## config.mk

```make
export PLATFORM = sky130hd
export DESIGN_NAME = apb_arb_master_flat
export DESIGN_NICKNAME = d
export VERILOG_FILES = /design/src/rtl/apb_arb_master_if.sv /design/src/rtl/apb_arb_master.sv /design/src/flat_wrapper.sv
export SDC_FILE = /design/constraint.sdc
export NUM_CORES = 1
export LEC_CHECK = 0
export CORE_UTILIZATION = 40
export CTS_CLUSTER_SIZE = 16
export DETAILED_ROUTE_END_ITERATION = 12
export PLACE_DENSITY = 0.84
export SYNTH_ARGS = -nofsm -noshare
export SYNTH_HDL_FRONTEND = slang
export SYNTH_SLANG_ARGS = --single-unit
export TNS_END_PERCENT = 30
```

## constraint.sdc

```tcl
create_clock -name pclk -period 4.98 [get_ports pclk]
set_input_delay 0.498 -clock pclk [delete_from_list [all_inputs] [get_ports pclk]]
set_output_delay 0.498 -clock pclk [all_outputs]
set_load 0.01 [all_outputs]
```

## src/rtl/apb_arb_master_if.sv

```systemverilog
`default_nettype none
// ============================================================================
// Module   : apb_arb_master_if
// Brief    : Requester command/response bundle plus APB master bus for the
//            apb_arb_master block.
// Revision : 1.0 - initial release
// ============================================================================
interface apb_arb_master_if #(
    parameter int NUM_REQ    = 2,
    parameter int ADDR_WIDTH = 8,
    parameter int DATA_WIDTH = 32
);
    logic [NUM_REQ-1:0]            req_valid;
    logic [NUM_REQ-1:0]            req_ready;
    logic [NUM_REQ-1:0]            req_write;
    logic [NUM_REQ*ADDR_WIDTH-1:0] req_addr;
    logic [NUM_REQ*DATA_WIDTH-1:0] req_wdata;
    logic [NUM_REQ-1:0]            rsp_valid;
    logic [DATA_WIDTH-1:0]         rsp_rdata;
    logic                          rsp_slverr;
    logic                          rsp_timeout;
    logic                          psel;
    logic                          penable;
    logic                          pwrite;
    logic [ADDR_WIDTH-1:0]         paddr;
    logic [DATA_WIDTH-1:0]         pwdata;
    logic [DATA_WIDTH-1:0]         prdata;
    logic                          pready;
    logic                          pslverr;

    modport master (
        input  req_valid, req_write, req_addr, req_wdata, prdata, pready, pslverr,
        output req_ready, rsp_valid, rsp_rdata, rsp_slverr, rsp_timeout,
               psel, penable, pwrite, paddr, pwdata
    );

    modport slave (
        output req_valid, req_write, req_addr, req_wdata, prdata, pready, pslverr,
        input  req_ready, rsp_valid, rsp_rdata, rsp_slverr, rsp_timeout,
               psel, penable, pwrite, paddr, pwdata
    );
endinterface
`default_nettype wire

```

## src/rtl/apb_arb_master.sv

```systemverilog
`default_nettype none
// ============================================================================
// Module   : apb_arb_master
// Brief    : Round-robin arbitrated APB master with wait-state timeout.
// Revision : 1.0 - initial release
// ============================================================================
module apb_arb_master #(
    parameter int NUM_REQ    = 2,
    parameter int ADDR_WIDTH = 8,
    parameter int DATA_WIDTH = 32,
    parameter int TIMEOUT    = 16
) (
    input wire               pclk,
    input wire               preset,
    apb_arb_master_if.master bus
);
    localparam int c_IDX_W = (NUM_REQ > 1) ? $clog2(NUM_REQ) : 1;
    localparam int c_CNT_W = (TIMEOUT > 0) ? $clog2(TIMEOUT + 1) : 1;
    localparam bit c_TO_EN = (TIMEOUT > 0);
    localparam logic [c_CNT_W-1:0] c_CNT_LAST = (TIMEOUT > 0) ? c_CNT_W'(TIMEOUT - 1) : '0;
    localparam logic [c_CNT_W-1:0] c_CNT_MAX  = '1;

    typedef enum logic [1:0] {
        S_IDLE   = 2'd0,
        S_SETUP  = 2'd1,
        S_ACCESS = 2'd2
    } state_t;

    state_t                  r_state;
    state_t                  w_state_nxt;
    logic [c_IDX_W-1:0]      r_last;
    logic [c_IDX_W-1:0]      r_owner;
    logic [c_IDX_W-1:0]      w_win;
    logic [c_IDX_W-1:0]      w_idx;
    logic                    w_found;
    logic [NUM_REQ-1:0]      w_ready;
    logic [NUM_REQ-1:0]      w_owner_oh;
    logic                    w_accept;
    logic                    w_done_ok;
    logic                    w_done_to;
    logic [c_CNT_W-1:0]      r_wait;
    logic                    r_pwrite;
    logic [ADDR_WIDTH-1:0]   r_paddr;
    logic [DATA_WIDTH-1:0]   r_pwdata;
    logic [NUM_REQ-1:0]      r_rsp_valid;
    logic [DATA_WIDTH-1:0]   r_rsp_rdata;
    logic                    r_rsp_slverr;
    logic                    r_rsp_timeout;

    // Search starts one past the last grant, so the previous winner ranks lowest.
    always_comb begin
        w_found = 1'b0;
        w_win   = '0;
        w_idx   = '0;
        for (int k = 1; k <= NUM_REQ; k++) begin
            w_idx = c_IDX_W'((int'(r_last) + k) % NUM_REQ);
            if (!w_found && bus.req_valid[w_idx]) begin
                w_found = 1'b1;
                w_win   = w_idx;
            end
        end
    end

    always_comb begin
        w_ready = '0;
        if (r_state == S_IDLE && !preset && w_found) begin
            w_ready[w_win] = 1'b1;
        end
    end

    always_comb begin
        w_owner_oh          = '0;
        w_owner_oh[r_owner] = 1'b1;
    end

    assign w_accept  = |w_ready;
    assign w_done_ok = (r_state == S_ACCESS) && bus.pready;
    assign w_done_to = (r_state == S_ACCESS) && !bus.pready && c_TO_EN && (r_wait == c_CNT_LAST);

    always_ff @(posedge pclk) begin
        if (preset) begin
            r_state <= S_IDLE;
        end else begin
            r_state <= w_state_nxt;
        end
    end

    always_comb begin
        w_state_nxt = r_state;
        case (r_state)
            S_IDLE:   if (w_accept) w_state_nxt = S_SETUP;
            S_SETUP:  w_state_nxt = S_ACCESS;
            S_ACCESS: if (w_done_ok || w_done_to) w_state_nxt = S_IDLE;
            default:  w_state_nxt = S_IDLE;
        endcase
    end

    always_ff @(posedge pclk) begin
        if (preset) begin
            r_last        <= c_IDX_W'(NUM_REQ - 1);
            r_owner       <= '0;
            r_wait        <= '0;
            r_pwrite      <= 1'b0;
            r_paddr       <= '0;
            r_pwdata      <= '0;
            r_rsp_valid   <= '0;
            r_rsp_rdata   <= '0;
            r_rsp_slverr  <= 1'b0;
            r_rsp_timeout <= 1'b0;
        end else begin
            r_rsp_valid <= '0;
            if (w_accept) begin
                r_last   <= w_win;
                r_owner  <= w_win;
                r_pwrite <= bus.req_write[w_win];
                r_paddr  <= bus.req_addr[int'(w_win)*ADDR_WIDTH +: ADDR_WIDTH];
                r_pwdata <= bus.req_wdata[int'(w_win)*DATA_WIDTH +: DATA_WIDTH];
            end
            if (r_state == S_SETUP) begin
                r_wait <= '0;
            end else if (r_state == S_ACCESS && !bus.pready && r_wait != c_CNT_MAX) begin
                r_wait <= r_wait + c_CNT_W'(1);
            end
            // pready has priority over an expiring timeout in the same cycle.
            if (w_done_ok || w_done_to) begin
                r_rsp_valid   <= w_owner_oh;
                r_rsp_rdata   <= (w_done_ok && !r_pwrite) ? bus.prdata : '0;
                r_rsp_slverr  <= w_done_ok ? bus.pslverr : 1'b1;
                r_rsp_timeout <= w_done_to;
            end
        end
    end

    assign bus.req_ready   = w_ready;
    assign bus.psel        = (r_state != S_IDLE);
    assign bus.penable     = (r_state == S_ACCESS);
    assign bus.pwrite      = r_pwrite;
    assign bus.paddr       = r_paddr;
    assign bus.pwdata      = r_pwdata;
    assign bus.rsp_valid   = r_rsp_valid;
    assign bus.rsp_rdata   = r_rsp_rdata;
    assign bus.rsp_slverr  = r_rsp_slverr;
    assign bus.rsp_timeout = r_rsp_timeout;
endmodule
`default_nettype wire
```

## src/flat_wrapper.sv

```systemverilog
// flat-port wrapper written by rule: the top's interface ports become plain ports
module apb_arb_master_flat 
#(
    parameter int NUM_REQ    = 2,
    parameter int ADDR_WIDTH = 8,
    parameter int DATA_WIDTH = 32,
    parameter int TIMEOUT    = 16
)
  (pclk, preset, bus_req_valid, bus_req_write, bus_req_addr, bus_req_wdata, bus_prdata, bus_pready, bus_pslverr, bus_req_ready, bus_rsp_valid, bus_rsp_rdata, bus_rsp_slverr, bus_rsp_timeout, bus_psel, bus_penable, bus_pwrite, bus_paddr, bus_pwdata);
  apb_arb_master_if #(.NUM_REQ(NUM_REQ), .ADDR_WIDTH(ADDR_WIDTH), .DATA_WIDTH(DATA_WIDTH)) bus_i ();
  input wire pclk;
  input wire preset;
  input wire logic [$bits(bus_i.req_valid)-1:0] bus_req_valid;
  input wire logic [$bits(bus_i.req_write)-1:0] bus_req_write;
  input wire logic [$bits(bus_i.req_addr)-1:0] bus_req_addr;
  input wire logic [$bits(bus_i.req_wdata)-1:0] bus_req_wdata;
  input wire logic [$bits(bus_i.prdata)-1:0] bus_prdata;
  input wire logic [$bits(bus_i.pready)-1:0] bus_pready;
  input wire logic [$bits(bus_i.pslverr)-1:0] bus_pslverr;
  output wire logic [$bits(bus_i.req_ready)-1:0] bus_req_ready;
  output wire logic [$bits(bus_i.rsp_valid)-1:0] bus_rsp_valid;
  output wire logic [$bits(bus_i.rsp_rdata)-1:0] bus_rsp_rdata;
  output wire logic [$bits(bus_i.rsp_slverr)-1:0] bus_rsp_slverr;
  output wire logic [$bits(bus_i.rsp_timeout)-1:0] bus_rsp_timeout;
  output wire logic [$bits(bus_i.psel)-1:0] bus_psel;
  output wire logic [$bits(bus_i.penable)-1:0] bus_penable;
  output wire logic [$bits(bus_i.pwrite)-1:0] bus_pwrite;
  output wire logic [$bits(bus_i.paddr)-1:0] bus_paddr;
  output wire logic [$bits(bus_i.pwdata)-1:0] bus_pwdata;
  assign bus_i.req_valid = bus_req_valid;
  assign bus_i.req_write = bus_req_write;
  assign bus_i.req_addr = bus_req_addr;
  assign bus_i.req_wdata = bus_req_wdata;
  assign bus_i.prdata = bus_prdata;
  assign bus_i.pready = bus_pready;
  assign bus_i.pslverr = bus_pslverr;
  assign bus_req_ready = bus_i.req_ready;
  assign bus_rsp_valid = bus_i.rsp_valid;
  assign bus_rsp_rdata = bus_i.rsp_rdata;
  assign bus_rsp_slverr = bus_i.rsp_slverr;
  assign bus_rsp_timeout = bus_i.rsp_timeout;
  assign bus_psel = bus_i.psel;
  assign bus_penable = bus_i.penable;
  assign bus_pwrite = bus_i.pwrite;
  assign bus_paddr = bus_i.paddr;
  assign bus_pwdata = bus_i.pwdata;
  apb_arb_master #(.NUM_REQ(NUM_REQ), .ADDR_WIDTH(ADDR_WIDTH), .DATA_WIDTH(DATA_WIDTH), .TIMEOUT(TIMEOUT)) u_core (.pclk(pclk), .preset(preset), .bus(bus_i));
endmodule
```

==> results.ini <==
[outcome]
status=finished, final reports clean

[timing]
fin_crit_sh_pct=65.06
finalSetupTns_ps=0
worst-slew-pin-transition_ps=1133
finalHoldViolCount=0
period_minus_slack_ps=3240
slew_violations=0
maxSlewHeadroom_pct=24.44
fin_worst_skew_ps=8.348
rsz0062_at_grt=no
fmax_mhz=308.7
setup_viol=0

[logic_synthesis]
synth_cell_types=28
synthCells=325
synth_edf_count=0
async_flop_share_pct=0
yosys.cell_count.top_type=dfxtp_1
ys_ff_latch=86
syn_area_um2=3289
yosys-top-cells-area=dfxtp_1 52%, a221o_1 13%, a22o_1 8.5%
synthFlopType=dfxtp_1
synth_area_per_cell_um2=10.12
synth_nets=448
synth_commonest_cells=86 x dfxtp_1, 45 x nand2_1, 42 x a221o_1, 42 x nor3_1, 32 x a22o_1
ys_seq_area_share_pct=52.34
synth_warnings=0
yosys.area.top_type=dfxtp_1
yosys.area.top_type_share_pct=52.34

[drt]
wirelength_mm=10.24
vias_per_cell=5.365
drt_pass1_iterations=4
drtIter0Drc=105
ant_nets=0
wl_per_cell_um=16.63
post-route-drc-count=0
num_vias=3305

[global_route]
grt_pass1_wl_mm=16.05
grt_antenna_before_repair=0
gr-total-overflow=0
use_met1_pct=28.49
gr-max-usage-layer=met2
grt_use_met2_pct=40.49
grt_usage_pct=23.65
grt_pass1_vias=3263
grt_max_degree=44
globalRouteMet3Util_pct=4.598

[critical_path]
start_kind=input port
required_ps=4480
path_class=input port to output pin
crit_path_max_fanout=19
endpoint_kind=output pin
worst_ep_arrival_time_ps=2740

[cells_and_area]
drive_gt1_share_pct=5.447
layout.nets=632
final_area_um2=5550
n_antenna_cell=0
syn2layout_area_growth_pct=68.73

[placed_design]
dpl.hpwl_mm=7.280
place_area_um2=5303
io_buffer_count=200
place.gp.congestion=0.7409

[floorplan]
rows=32
die_h_um=92.69
die_area_um2=8591
io_pins=201
core_um2=7848
die_x_um=92.69
start_util_pct=41.92

[cts]
cts-root-buf=clkbuf_8
worst_skew_pair.late_latency_ps=350
cts_tree=built
cts_resized=0
htree_levels=3
cts_buffers=9
cts_setup_buffers=0
clk_pin_slew_worst_paths_ps=80
cts_sinks=86
cts_buffer_depth=2
cts-hold-fix-buffers=0

[pwr]
power.static_leakage_nw=2.123
powerDensity_nw_per_um2=305.2
ir_worst_vdd_mv=0.1767

[flow_run]
cap_violations=0

[hold_path]
hp-class=flop to flop

-- through the flow --
step | cells | setup slack [ps] | hold slack, ps | power, W | util [%]
floorplan | 325 | 3004 | 413.6 | 0.0009090 | -
global placement | 600 | 1764 | 433.0 | 0.001112 | 67.57
detailed placement | 600 | 1744 | 441.4 | 0.001118 | 67.57
CTS | 616 | 1720 | 450.2 | 0.001708 | 70.73
global route | 616 | 1615 | 475.7 | 0.001766 | 70.73
finish | 616 | 1740 | 446.2 | 0.001694 | 70.73
-- critical path: stages --
cell and delay [ps]:
clkdlybuf4s50_1 630, or3_1 720, nor3b_1 310, clkdlybuf4s50_1 570
-- registers in the layout, indices dropped and copies added (netlist names) --
register / flops
u_core.bus.paddr: 8
u_core.bus.pwdata: 32
u_core.bus.pwrite: 1
u_core.bus.rsp_rdata: 32
u_core.bus.rsp_slverr: 1
u_core.bus.rsp_timeout: 1
u_core.bus.rsp_valid: 2
u_core.r_last: 1
u_core.r_owner: 1
u_core.r_state: 2
u_core.r_wait: 5
-- area by class of cell --
| type | count | area (µm²) |
|---|---|---|
| clock buffer | 11 | 141.4 |
| clock inverter | 5 | 106.4 |
| fill | 611 | 2297 |
| inverter | 5 | 18.77 |
| multi-input combinational | 202 | 1395 |
| sequential | 86 | 1722 |
| tap | 102 | 127.6 |
| timing repair buffer | 205 | 2039 |
-- metal layers --
layer | share of wire (%) | wire [µm]
met3 | 6.5 | 663
met5 | 0 | 0
met4 | 2.7 | 279
met1 | 41 | 4163
met2 | 50 | 5136
-- cell families after synthesis --
logic type,synth area share (%)
multiplexers,0.6086
AND/OR/NAND/NOR,15.86
flip-flops,52.34
AO/OA/AOI/OAI,24.00
buffers and inverters,5.782
adder cells (fa/ha/maj),1.141
XOR/XNOR,0.2663
-- placed cells by master, fill, tap and decap left out, drive strengths merged, types with 2 or more instances in the layout --
cell / netlist / final
a211oi: 3 / 3
a21o: 2 / 2
a21oi: 6 / 6
a221o: 42 / 42
a22o: 32 / 32
and3: 3 / 3
buf: 16 / 5
bufinv: 0 / 3
clkbuf: 16 / 11
clkdlybuf4s50: 0 / 200
dfxtp: 86 / 86
ha: 3 / 3
inv: 5 / 5
mux2i: 2 / 2
nand2: 45 / 45
nand2b: 2 / 2
nor2: 6 / 6
nor2b: 3 / 3
nor3: 42 / 42
nor3b: 2 / 2
or2: 2 / 2
-- power by group --
part	internal (W)	switching, W
Combinational	0.000207	0.000133
Clock	0.000348	0.000243
Sequential	0.000734	0.0000283
-- worst paths after layout --
check	cells after the start	slack, ps	end	from
max reg2reg	3	2760	u_core.bus.rsp_rdata[7]$_SDFFE_PP0P_	u_core.r_state[1]$_SDFFE_PP0P_
max	4	1740	bus_req_ready[0]	preset
min	1	450	u_core.bus.rsp_valid[0]$_SDFF_PP0_	u_core.r_owner$_SDFFE_PP0P_
min reg2reg	1	450	u_core.bus.rsp_valid[0]$_SDFF_PP0_	u_core.r_owner$_SDFFE_PP0P_
Note: power is estimated with default switching activity, not from simulation.
